--- src/rtl/sriz_mc_seq.sv ---
// Multi-cycle fetch/execute/memory/writeback sequencer with handshaked buses,
// ebreak halt, bus-timeout fault and retired-instruction counter.
module sriz_mc_seq #(
    parameter int unsigned     XLEN     = 32,
    parameter logic [XLEN-1:0] RESET_PC = XLEN'(32'h8000_0000),
    parameter int unsigned     TIMEOUT  = 255,
    parameter int unsigned     CNT_W    = 8
) (
    input  logic            clk,
    input  logic            rst,
    output logic            ifu_req_valid,
    input  logic            ifu_req_ready,
    output logic [XLEN-1:0] ifu_req_addr,
    input  logic            ifu_rsp_valid,
    input  logic [31:0]     ifu_rsp_inst,
    output logic [31:0]     inst,
    input  logic            dec_mem,
    input  logic            dec_regen,
    input  logic            dec_brk,
    input  logic [XLEN-1:0] exu_next_pc,
    output logic            lsu_req_valid,
    input  logic            lsu_req_ready,
    input  logic            lsu_rsp_valid,
    output logic [XLEN-1:0] pc,
    output logic            reg_wen,
    output logic            mem_en,
    output logic            halted,
    output logic            fault,
    output logic [XLEN-1:0] instret
);

    localparam logic [2:0] S_FETCH_REQ  = 3'd0;
    localparam logic [2:0] S_FETCH_WAIT = 3'd1;
    localparam logic [2:0] S_EXEC       = 3'd2;
    localparam logic [2:0] S_MEM_REQ    = 3'd3;
    localparam logic [2:0] S_MEM_WAIT   = 3'd4;
    localparam logic [2:0] S_WB         = 3'd5;
    localparam logic [2:0] S_HALT       = 3'd6;
    localparam logic [2:0] S_FAULT      = 3'd7;

    logic [2:0]       state_q, state_d;
    logic [XLEN-1:0]  pc_q, pc_d;
    logic [XLEN-1:0]  instret_q, instret_d;
    logic [31:0]      inst_q, inst_d;
    logic [CNT_W-1:0] tcnt_q, tcnt_d;
    logic             timed_out;
    logic             bus_wait;

    assign timed_out = (tcnt_q == CNT_W'(TIMEOUT));
    assign bus_wait  = (state_q == S_FETCH_REQ) || (state_q == S_FETCH_WAIT) ||
                       (state_q == S_MEM_REQ)   || (state_q == S_MEM_WAIT);

    // Exit conditions are tested before the timeout so a response on the
    // last allowed cycle still completes normally.
    always_comb begin
        state_d   = state_q;
        pc_d      = pc_q;
        instret_d = instret_q;
        inst_d    = inst_q;
        case (state_q)
            S_FETCH_REQ: begin
                if (ifu_req_ready)  state_d = S_FETCH_WAIT;
                else if (timed_out) state_d = S_FAULT;
            end
            S_FETCH_WAIT: begin
                if (ifu_rsp_valid) begin
                    inst_d  = ifu_rsp_inst;
                    state_d = S_EXEC;
                end else if (timed_out) begin
                    state_d = S_FAULT;
                end
            end
            S_EXEC: begin
                if (dec_brk)      state_d = S_HALT;
                else if (dec_mem) state_d = S_MEM_REQ;
                else              state_d = S_WB;
            end
            S_MEM_REQ: begin
                if (lsu_req_ready)  state_d = S_MEM_WAIT;
                else if (timed_out) state_d = S_FAULT;
            end
            S_MEM_WAIT: begin
                if (lsu_rsp_valid)  state_d = S_WB;
                else if (timed_out) state_d = S_FAULT;
            end
            S_WB: begin
                pc_d      = exu_next_pc;
                instret_d = instret_q + 1'b1;
                state_d   = S_FETCH_REQ;
            end
            default: state_d = state_q;
        endcase

        if (state_d != state_q) tcnt_d = '0;
        else if (bus_wait)      tcnt_d = tcnt_q + 1'b1;
        else                    tcnt_d = tcnt_q;
    end

    always_ff @(posedge clk or posedge rst) begin
        if (rst) begin
            state_q   <= S_FETCH_REQ;
            pc_q      <= RESET_PC;
            instret_q <= '0;
            inst_q    <= '0;
            tcnt_q    <= '0;
        end else begin
            state_q   <= state_d;
            pc_q      <= pc_d;
            instret_q <= instret_d;
            inst_q    <= inst_d;
            tcnt_q    <= tcnt_d;
        end
    end

    // The reset state is FETCH_REQ, so the request is masked while rst is held.
    assign ifu_req_valid = (state_q == S_FETCH_REQ) && !rst;
    assign ifu_req_addr  = pc_q;
    assign pc            = pc_q;
    assign inst          = inst_q;
    assign instret       = instret_q;
    assign lsu_req_valid = (state_q == S_MEM_REQ);
    assign mem_en        = (state_q == S_MEM_REQ);
    assign reg_wen       = (state_q == S_WB) && dec_regen;
    assign halted        = (state_q == S_HALT);
    assign fault         = (state_q == S_FAULT);

endmodule

--- config.mk ---
export PLATFORM = sky130hd
export DESIGN_NAME = sriz_mc_seq
export DESIGN_NICKNAME = d
export VERILOG_FILES = /design/src/rtl/sriz_mc_seq.sv
export SDC_FILE = /design/constraint.sdc
export NUM_CORES = 1
export LEC_CHECK = 0
export CORE_ASPECT_RATIO = 0.8
export CORE_MARGIN = 2
export CORE_UTILIZATION = 55
export CTS_BUF_LIST = sky130_fd_sc_hd__clkbuf_8 sky130_fd_sc_hd__clkbuf_16
export DETAILED_ROUTE_END_ITERATION = 10
export DONT_BUFFER_PORTS = 1
export PLACE_DENSITY = 0.73
export SYNTH_ARGS = -nofsm -noshare
export SYNTH_HDL_FRONTEND = slang
export SYNTH_SLANG_ARGS = --single-unit
export TNS_END_PERCENT = 50
--- constraint.sdc ---
create_clock -name clk -period 3.8 [get_ports clk]
set_clock_uncertainty 0.2 [all_clocks]
set_input_delay 0.76 -clock clk [delete_from_list [all_inputs] [get_ports clk]]
set_output_delay 0.76 -clock clk [all_outputs]
set_load 0.01 [all_outputs]
==> results.md, run 1 <==
- Run status: finished, final reports clean
- CP max FO: 35
- CP required: 2840 ps
- Cell variety after synth: 47
- Root buffer cell: clkbuf_16
- Worst-case clock buffer depth: 2
- Final hold violations: 0
- Post-CTS setup buffers: 0
- R2R setup slack: 1440 ps
- Top_reg_cell synth: dfrtp_1
- Synth Warn #: 0
- Die Area: 9805 µm²
- Synth area leader: dfrtp_1
- Met2 GRT Util: 33.35%
- First-pass GRT wire length: 15590 µm
- Post-DRT Antenna Nets: 0
- Synth Instances: 462
- Syn_nets: 537
- I/O pins: 207
- GR Util met3: 9.840%
- Ranking of synthesized cells by area: dfrtp_1 53%, nand2_1 8.2%, mux2_2 7.3%
- Rows: 30
- Total GRT Usage: 20.70%
- Crit path kind: reg -> out
- TNS Setup: 0 ps
- Slew Viols, Final: 0
- Min-Delay Path Class: in -> async
- Clk_lat worst skew: 340 ps
- DRT iter0 DRCs: 218
- P&R area growth vs syn: 2.420%
- Fin crit share: 75.52%
- Clock sinks: 107
- WL final: 10020 µm
- Final setup vio count: 0
- Die width: 110.2 µm
- CTS tree: built
- CTS resizes: 0
- R2R Path End: tcnt_q[6]$_DFFE_PP0P_
- Vias: 3119
- Final core occ: 58.88%
- Maxcap violations: 0
- Sequential-to-total area share from yosys stat: 53.97%
- Number of global-route vias before repair: 3200
- PwrDens: 790.0 nW/µm²
- Number of diodes: 0
- Unrepaired setup endpoints after global routing: false
- Detailed Place HPWL: 7031 µm
- DRT Pass-1 Iters: 6
- Synth Register Bits: 107
- Residual DRC: 0
- GR peak layer: met2
- Wirelength per Cell: 18.56 µm
- PortBufs: 0
- CP endpoint kind: output port
- Nets@finish: 499
- Post-Synthesis Cell Area: 4964 µm²
- CTS Buf Count: 9
- Worst slew margin: 43.33%
- Clk pin slew, worst setup/hold paths: 60 ps
- Crit path launch type: flip-flop
- Starting Density: 57.49%
- Worst vdd ir: 0.0004504 V
- CTS HTree Levels: 3
- Share of flip-flops with an asynchronous set or reset: 100.0%
- Vias per inst: 5.776
- Worst Max-Slew Pin Slew: 850.1 ps
- Max Fclk: 348.4 MHz
- FF-to-FF path depth: 4
- Met1 Use GR: 24.49%
- Area share of the largest cell type after synthesis: 53.44%
- Fin crit period: 2870 ps
- Die Height: 88.97 µm
- GRT overflow: 0
- Crit path DAT: 1910 ps
- Antenna violations before repair: 0
- Syn avg cell area: 10.74 µm²
- Final GP Congestion: 0.8708
- Largest net degree at the start of global routing: 70
- RR Startpoint: state_q[2]$_DFF_PP0_
- Post-synth EDFFs: 0
- Share of cells above drive strength 1: 14.25%
- LEAKAGE: 0.002349 µW
- Hold bufs inserted after CTS: 0
- Core Area: 8633 µm²
==> sequential cells by signal (all words and copies together) (netlist names) <==
signal	count
tcnt_q	8
instret	32
state_q	3
ifu_req_addr	32
inst	32
==> per-stage QoR <==
step | area (µm²) | total power, µW | cells | worst slack (ps) | hold WS, ps
5_1_grt | 5084 | 4286 | 540 | 787.2 | 302.3
3_3_place_gp | 4790 | 3068 | 525 | 1370 | 302.2
6_report | 5084 | 4016 | 540 | 930.1 | 236.7
2_1_floorplan | 4964 | 3115 | 462 | 24.41 | 270.7
3_5_place_dp | 4790 | 3135 | 525 | 1283 | 308.9
4_1_cts | 5084 | 4057 | 540 | 916.1 | 292.4
==> cell type report <==
| class | instances | area (µm²) |
|---|---|---|
| fillers | 683 | 3550 |
| flip-flops and latches | 107 | 2679 |
| multi-input cells | 292 | 1897 |
| clock buffers | 10 | 239.0 |
| well taps | 112 | 140.1 |
| clock inverters | 5 | 55.05 |
| repair buffers | 5 | 37.54 |
| inverters | 9 | 36.28 |
==> critical path, stage by stage, from the launching register on <==
cell      delay (ps)
dfrtp_1          690
nand3b_1         180
buf_4            350
clkinv_1         140
and2_1           210
==> metal layers <==
| layer | vias to the layer above | wire (µm) |
|---|---|---|
| li1 | 1439 | - |
| met4 | 0 | 188 |
| met3 | 22 | 1063 |
| met1 | 1498 | 3916 |
| met2 | 160 | 4855 |
| met5 | - | 0 |
==> layout by cell type, fill, tap and decap left out, types with 2 or more instances in the layout <==
cell         n
nand4_1     20
nand2_1    108
o21ai_0      4
or3_1        2
nor4_1       2
mux2_2      32
and2_1       7
clkbuf_16    9
xnor2_1     26
mux2i_1      2
and3_1       7
ha_1         2
a221o_1      2
dfrtp_1    106
xor2_1      12
nor3_1       9
o211ai_1     2
nand3b_1     2
nor2_1      12
nor2b_1      3
and4_1       2
nand3_1      9
nor4_4       2
buf_4        5
inv_1        8
a211oi_1     8
==> cells by family after synthesis <==
group	Yosys count	share of synthesized area [%]
buffers and inverters	63	7.940
adder cells (fa/ha/maj)	2	0.5041
AO/OA/AOI/OAI	25	3.731
multiplexers	34	7.663
flip-flops	107	53.97
XOR/XNOR	38	6.705
AND/OR/NAND/NOR	193	19.49
==> synthesized netlist by cell type (all sizes together), types with 8 or more instances <==
| master | n |
|---|---|
| nor3 | 9 |
| mux2 | 32 |
| a211oi | 8 |
| inv | 8 |
| dfrtp | 106 |
| nand3 | 9 |
| nor2 | 12 |
| xnor2 | 26 |
| nand4 | 21 |
| buf | 48 |
| nand2 | 108 |
| xor2 | 12 |
==> where the power goes <==
part,internal (µW),leakage (µW),switching [µW]
Combinational,404,0.000841,483
Clock,523,0.000146,390
Sequential,1530,0.00136,685
Total,2460,0.00235,1560
==> worst max-delay path by stage <==
stage	end	slack (ps)	cells after the start	startpoint
after floorplan	ifu_req_addr[0]$_DFFE_PP0N_	20	1	rst
after detailed placement	reg_wen	1280	4	state_q[1]$_DFF_PP0_
after global placement	reg_wen	1370	4	state_q[1]$_DFF_PP0_
after CTS	reg_wen	920	4	state_q[1]$_DFF_PP0_
after global routing	reg_wen	790	4	state_q[1]$_DFF_PP0_
final	reg_wen	930	4	state_q[1]$_DFF_PP0_
No activity file was read; power rests on OpenSTA's default activity.
==> run 2: changes to the inputs <==
--- a/config.mk
+++ b/config.mk
@@ -11,7 +11,7 @@
 export CTS_BUF_LIST = sky130_fd_sc_hd__clkbuf_8 sky130_fd_sc_hd__clkbuf_16
 export DETAILED_ROUTE_END_ITERATION = 10
 export DONT_BUFFER_PORTS = 1
-export PLACE_DENSITY = 0.73
+export PLACE_DENSITY = 0.7
 export SYNTH_ARGS = -nofsm -noshare
 export SYNTH_HDL_FRONTEND = slang
 export SYNTH_SLANG_ARGS = --single-unit
==> constraint.sdc (replaced) <==
create_clock -name clk -period 2.93 [get_ports clk]
set_clock_uncertainty 0.2 [all_clocks]
set_input_delay 0.586 -clock clk [delete_from_list [all_inputs] [get_ports clk]]
set_output_delay 0.586 -clock clk [all_outputs]
set_load 0.01 [all_outputs]
==> run 2 against run 1 <==
- total power rose by 28%
- combinational power rose by 29%
- count of clock-buffer cells in the layout did not move
- clock power rose by 23%
- critical path depth fell by 2
- highest routed layer unchanged
==> results.md, run 2 (synthesis results as in run 1) <==
- Largest net degree at the start of global routing: 58 (-17%)
- Pre-CTS setup slack: 631.4 ps (-651.8 ps)
- Clock sinks: 107 (unchanged)
- Combinational power share: 22.3% (+0.2 points)
- PwrDens: 1008 nW/µm² (+28%)
- GRT overflow: 0 (unchanged)
- Number of diodes: 0 (unchanged)
- Clk_lat worst skew: 340 ps (about the same)
- CP bufs+invs: 0 (-2)
- Worst slew margin: 46.94% (+3.6 points)
- P&R area growth vs syn: 2.420% (unchanged)
- Unrepaired setup endpoints after global routing: false
- Vias: 3161 (+1.3%)
- Maxcap violations: 0 (unchanged)
- Slew Viols, Final: 0 (unchanged)
- Clk pin slew, worst setup/hold paths: 70 ps (about the same)
- Placed instance count: 525 (unchanged)
- CTS Buf Count: 9 (unchanged)
- WL final: 9797 µm (-2.2%)
- Crit path DAT: 1830 ps (-80 ps)
- Final WS setup: 311.9 ps (-618.2 ps)
- Residual DRC: 0 (unchanged)
- CTS tree: built
- Switching share of power: 39.27% (+0.48 points)
- Fin crit share: 89.35%
- I/O pins: 207 (unchanged)
- CTS resizes: 0 (unchanged)
- Seq pwr share: 55.9% (+0.7 points)
- CP required: 2140 ps (-700 ps)
- Crit path from: state_q[0]$_DFF_PP0_
- Footprint of the multi-input gates: 1897 µm² (unchanged)
- Final hold violations: 0 (unchanged)
- Crit path kind: reg -> out
- Critical-path top delay cell: dfrtp_1
- Worst Hold Slack: 15.60 ps (-221.1 ps)
- Crit path launch type: flip-flop
- Max Fclk: 382.0 MHz
- Commonest non-fill, non-tap cell in the layout: nand2_1
- Die width: 110.2 µm (unchanged)
- Final setup vio count: 0 (unchanged)
- Starting Density: 57.49% (unchanged)
- Post-CTS setup buffers: 0 (unchanged)
- Post-DRT Antenna Nets: 0 (unchanged)
- Most frequent cells in the layout: 108 x nand2_1, 106 x dfrtp_1, 32 x mux2_2, 26 x xnor2_1, 20 x nand4_1
- Die Height: 88.97 µm (unchanged)
- Non-Filler Instances: 541 (+0.19%)
- Vias per inst: 5.843 (+1.2%)
- Crit-path cells: nand2_1, nor2_1
- Fin crit period: 2618 ps
- Net Switching: 2013 µW (+29%)
- DRT iter0 DRCs: 179 (-18%)
- Root buffer cell: clkbuf_16
- Wirelength per Cell: 18.11 µm (-2.4%)
- DRT Pass-1 Iters: 4 (-2)
- LEAKAGE: 0.002345 µW (-0.14%)
- Worst vdd ir: 0.0004503 V (about the same)
- First-pass GRT wire length: 15480 µm (-0.71%)
- Nets@finish: 499 (unchanged)
- Part of the power in the clock network: 21.8% (-0.9 points)
- Share of cells above drive strength 1: 14.69% (+0.43 points)
- Run status: finished, final reports clean
- Final GP Congestion: 0.8471 (-2.7%)
- Detailed Place HPWL: 6965 µm (-0.93%)
- Number of global-route vias before repair: 3181 (-0.59%)
- CP max stage delay: 790 ps (+100 ps)
- Min-Delay Path Class: in -> async
- Family with the most delay on the worst path: flip-flops
- Die Area: 9805 µm² (unchanged)
- Rows: 30 (unchanged)
- Antenna violations before repair: 0 (unchanged)
- RR Startpoint: state_q[0]$_DFF_PP0_
- CP endpoint kind: output port
- Core Area: 8633 µm² (unchanged)
- Register area: 2679 µm² (unchanged)
- Worst Max-Slew Pin Slew: 790.0 ps (-60.04 ps)
- PortBufs: 0 (unchanged)
- CTS HTree Levels: 3 (unchanged)
- Worst-case clock buffer depth: 2 (unchanged)
- CP max FO: 19 (-46%)
- P_int: 3113 µW (+27%)
- Hold bufs inserted after CTS: 0 (unchanged)
- TNS Setup: 0 ps (unchanged)
- FILL cells: 709 (+3.8%)
- Total GRT Usage: 20.60% (-0.10 points)
[run 2: cell count changes in the layout (fill, tap and decap cells not counted), sizes merged]
cell,previous run,this run
bufinv,1,0
clkinv,3,7
inv,9,7
[run 2: layout make-up]
type / count / area share [%]
clock buffer: 10 / 4.701
timing repair buffer: 5 / 0.9845
multi-input combinational: 292 / 37.31
sequential: 107 / 52.70
inverter: 9 / 0.7384
tap: 112 / 2.757
clock inverter: 6 / 0.8122
[run 2: final timing paths]
kind / end / slack, ps / cells past startpoint
worst min register to register: ifu_req_addr[31]$_DFFE_PP1N_ / 320 / 2
worst max-delay path: lsu_req_valid / 310 / 2
worst max register to register: tcnt_q[4]$_DFFE_PP0P_ / 600 / 4
max in group asynchronous: ifu_req_addr[31]$_DFFE_PP1N_ / 1760 / 2
min in group clk: ifu_req_addr[31]$_DFFE_PP1N_ / 140 / 2
worst min-delay path: tcnt_q[3]$_DFFE_PP0P_ / 20 / 1
[run 2: metrics by stage]
| stage | cell area [µm²] | utilization [%] | total power (µW) |
|---|---|---|---|
| after CTS | 5084 | 58.88 | 5184 |
| after floorplan | 4967 | - | 4040 |
| after global routing | 5084 | 58.88 | 5486 |
| after global placement | 4803 | 55.64 | 3977 |
| final | 5084 | 58.88 | 5125 |
| after detailed placement | 4803 | 55.64 | 4053 |
[run 2: power groups by stage]
stage / Sequential (µW) / Clock [µW] / Combinational (µW)
final: 2860 / 1120 / 1140
after global routing: 2960 / 1220 / 1300
after CTS: 2880 / 1150 / 1160
after detailed placement: 2900 / 0 / 1160
after global placement: 2880 / 0 / 1090
after floorplan: 2540 / 0 / 1500
[run 2: layer usage]
layer / vias up / track usage, % / wire length [µm]
li1: 1452 / - / -
met1: 1545 / 24.94 / 3862
met2: 145 / 34.08 / 4849
met3: 19 / 7.070 / 868
met4: 0 / 8.523 / 217
met5: - / 0 / 0
==> run 3: changes to the inputs <==
--- a/config.mk
+++ b/config.mk
@@ -5,13 +5,16 @@
 export SDC_FILE = /design/constraint.sdc
 export NUM_CORES = 1
 export LEC_CHECK = 0
+export CELL_PAD_IN_SITES_DETAIL_PLACEMENT = 1
+export CELL_PAD_IN_SITES_GLOBAL_PLACEMENT = 2
 export CORE_ASPECT_RATIO = 0.8
 export CORE_MARGIN = 2
-export CORE_UTILIZATION = 55
+export CORE_UTILIZATION = 37
 export CTS_BUF_LIST = sky130_fd_sc_hd__clkbuf_8 sky130_fd_sc_hd__clkbuf_16
 export DETAILED_ROUTE_END_ITERATION = 10
 export DONT_BUFFER_PORTS = 1
-export PLACE_DENSITY = 0.7
+export HOLD_SLACK_MARGIN = 0.1
+export PLACE_DENSITY = 0.78
 export SYNTH_ARGS = -nofsm -noshare
 export SYNTH_HDL_FRONTEND = slang
 export SYNTH_SLANG_ARGS = --single-unit
==> constraint.sdc (replaced) <==
create_clock -name clk -period 2.93 [get_ports clk]
set_clock_uncertainty 0.2 [all_clocks]
set_input_delay 0.586 -clock clk [delete_from_list [all_inputs] [get_ports clk]]
set_output_delay 0.586 -clock clk [all_outputs]
set_load 0.005 [all_outputs]
==> run 3 against run 2 <==
- worst hold slack improved by 120 ps
- cell count increased by 13%
- routed wire length increased by 19%
- sequential power decreased by 10%
- sequential share of layout area decreased by 1.7 points
- die area increased by 46%
==> results.md, run 3 (synthesis results as in run 1) <==
- Register area: 2679 µm² (unchanged)
- Most frequent cells in the layout: 108 x nand2_1, 106 x dfrtp_1, 32 x mux2_2, 26 x xnor2_1, 20 x nand4_1
- CP required: 2140 ps (about the same)
- GRT overflow: 0 (unchanged)
- Crit path DAT: 1510 ps (-320 ps)
- Worst vdd ir: 0.0004194 V (-6.9%)
- Root buffer cell: clkbuf_16
- Post-CTS setup buffers: 0 (unchanged)
- Worst-case clock buffer depth: 2 (unchanged)
- Wirelength per Cell: 19.09 µm (+5.4%)
- FILL cells: 1437 (+100%)
- Pre-CTS setup slack: 718.5 ps (+87.16 ps)
- Vias: 3188 (+0.85%)
- Maxcap violations: 0 (unchanged)
- DRT Pass-1 Iters: 4 (unchanged)
- Residual DRC: 0 (unchanged)
- Die Height: 107.6 µm (+21%)
- Starting Density: 38.29% (-19 points)
- Run status: finished, final reports clean
- CTS HTree Levels: 3 (unchanged)
- Nets@finish: 504 (+1.0%)
- Core Area: 12960 µm² (+50%)
- Unrepaired setup endpoints after global routing: false
- Rows: 37 (+23%)
- Die Area: 14360 µm² (+46%)
- Total GRT Usage: 16.86% (-3.7 points)
- CTS resizes: 0 (unchanged)
- Final GP Congestion: 0.8440 (-0.37%)
- CP max stage delay: 490 ps (-300 ps)
- Clock sinks: 107 (unchanged)
- Worst slew margin: 40.54% (-6.4 points)
- Detailed Place HPWL: 8579 µm (+23%)
- Number of global-route vias before repair: 3397 (+6.8%)
- Crit path launch type: flip-flop
- Final setup vio count: 0 (unchanged)
- Worst Max-Slew Pin Slew: 885.2 ps (+95.19 ps)
- First-pass GRT wire length: 18770 µm (+21%)
- TNS Setup: 0 ps (unchanged)
- Die width: 133.5 µm (+21%)
- LEAKAGE: 0.002382 µW (+1.6%)
- I/O pins: 207 (unchanged)
- Clk pin slew, worst setup/hold paths: 80 ps (about the same)
- Share of cells above drive strength 1: 15.21% (+0.52 points)
- Fin crit share: 78.22% (-11 points)
- CTS Buf Count: 9 (unchanged)
- Slew Viols, Final: 0 (unchanged)
- CP endpoint kind: output port
- Hold bufs inserted after CTS: 2 (+2)
- Post-DRT Antenna Nets: 0 (unchanged)
- Min-Delay Path Class: in -> reg
- Max Fclk: 436.3 MHz (+14%)
- Crit-path cells: buf_4, nand2_1, nor2_1
- Critical-path top delay cell: dfrtp_1
- CTS tree: built
- CP max FO: 16 (-3)
- Antenna violations before repair: 0 (unchanged)
- Vias per inst: 5.235 (-10%)
- Crit path kind: reg -> out
- PortBufs: 0 (unchanged)
- Largest net degree at the start of global routing: 48 (-17%)
- Fin crit period: 2292 ps (-326.3 ps)
- WL final: 11630 µm (+19%)
- Clk_lat worst skew: 360 ps (+20 ps)
- Final hold violations: 0 (unchanged)
- Commonest non-fill, non-tap cell in the layout: nand2_1
- DRT iter0 DRCs: 133 (-26%)
- Number of diodes: 0 (unchanged)
- P&R area growth vs syn: 5.798%
- PwrDens: 967.0 nW/µm² (-4.1%)
- Final WS setup: 638.2 ps (+326.3 ps)
- Footprint of the multi-input gates: 1897 µm² (unchanged)
-- run 3: cell count changes in the layout (fill, tap and decap cells not counted) --
cell	before	now
buf_12	1	2
buf_4	4	6
clkbuf_8	1	0
clkinv_2	3	0
clkinv_4	3	0
clkinv_8	0	3
dlygate4sd3_1	0	2
inv_6	0	2
inv_8	0	2
-- run 3: cell type report --
class / instances / share of cell area, %
Sequential cell: 107 / 51.01
Multi-Input combinational cell: 292 / 36.12
Clock buffer: 9 / 4.289
Tap cell: 175 / 4.170
Timing Repair Buffer: 10 / 2.001
Clock inverter: 7 / 1.692
Inverter: 9 / 0.7148
-- run 3: per-layer routing --
layer	up-vias	track usage (%)	share of wire, %
li1	1463	-	-
met1	1593	20.93	43
met2	120	27.14	48
met3	12	7.298	8.9
met4	0	4.255	0.89
met5	-	0	0
-- run 3: power breakdown --
part / internal, µW / switching [µW]
Clock: 617 / 613
Sequential: 1990 / 584
Combinational: 561 / 714
Total: 3170 / 1910
-- run 3: final timing paths --
path | cells past startpoint | to | start | slack, ps
min reg2reg | 2 | ifu_req_addr[31]$_DFFE_PP1N_ | ifu_req_addr[31]$_DFFE_PP1N_ | 300
min in group asynchronous | 2 | state_q[0]$_DFF_PP0_ | rst | 580
max reg2reg | 4 | instret[30]$_DFFE_PP0N_ | instret[11]$_DFFE_PP0N_ | 710
max in group asynchronous | 3 | ifu_req_addr[22]$_DFFE_PP0N_ | rst | 1130
min | 2 | ifu_req_addr[27]$_DFFE_PP0N_ | exu_next_pc[27] | 130
max | 3 | mem_en | state_q[0]$_DFF_PP0_ | 640
-- run 3: stage by stage --
step / utilization, % / power, µW / cells / hold slack (ps) / instance area [µm²]
floorplan: - / 3764 / 462 / 255.6 / 4967
global placement: 37.93 / 3799 / 591 / 278.7 / 4917
detailed placement: 37.93 / 3898 / 591 / 292.6 / 4917
CTS: 40.51 / 5163 / 609 / 114.7 / 5251
global route: 40.51 / 5457 / 609 / 119.7 / 5251
finish: 40.51 / 5078 / 609 / 130.8 / 5251
-- run 3: worst max-delay path: cells and delay by family (launching register included) --
family / cells / cell delay, ps
flip-flops: 1 / 490
AND/OR/NAND/NOR: 2 / 410
buffers and inverters: 1 / 250
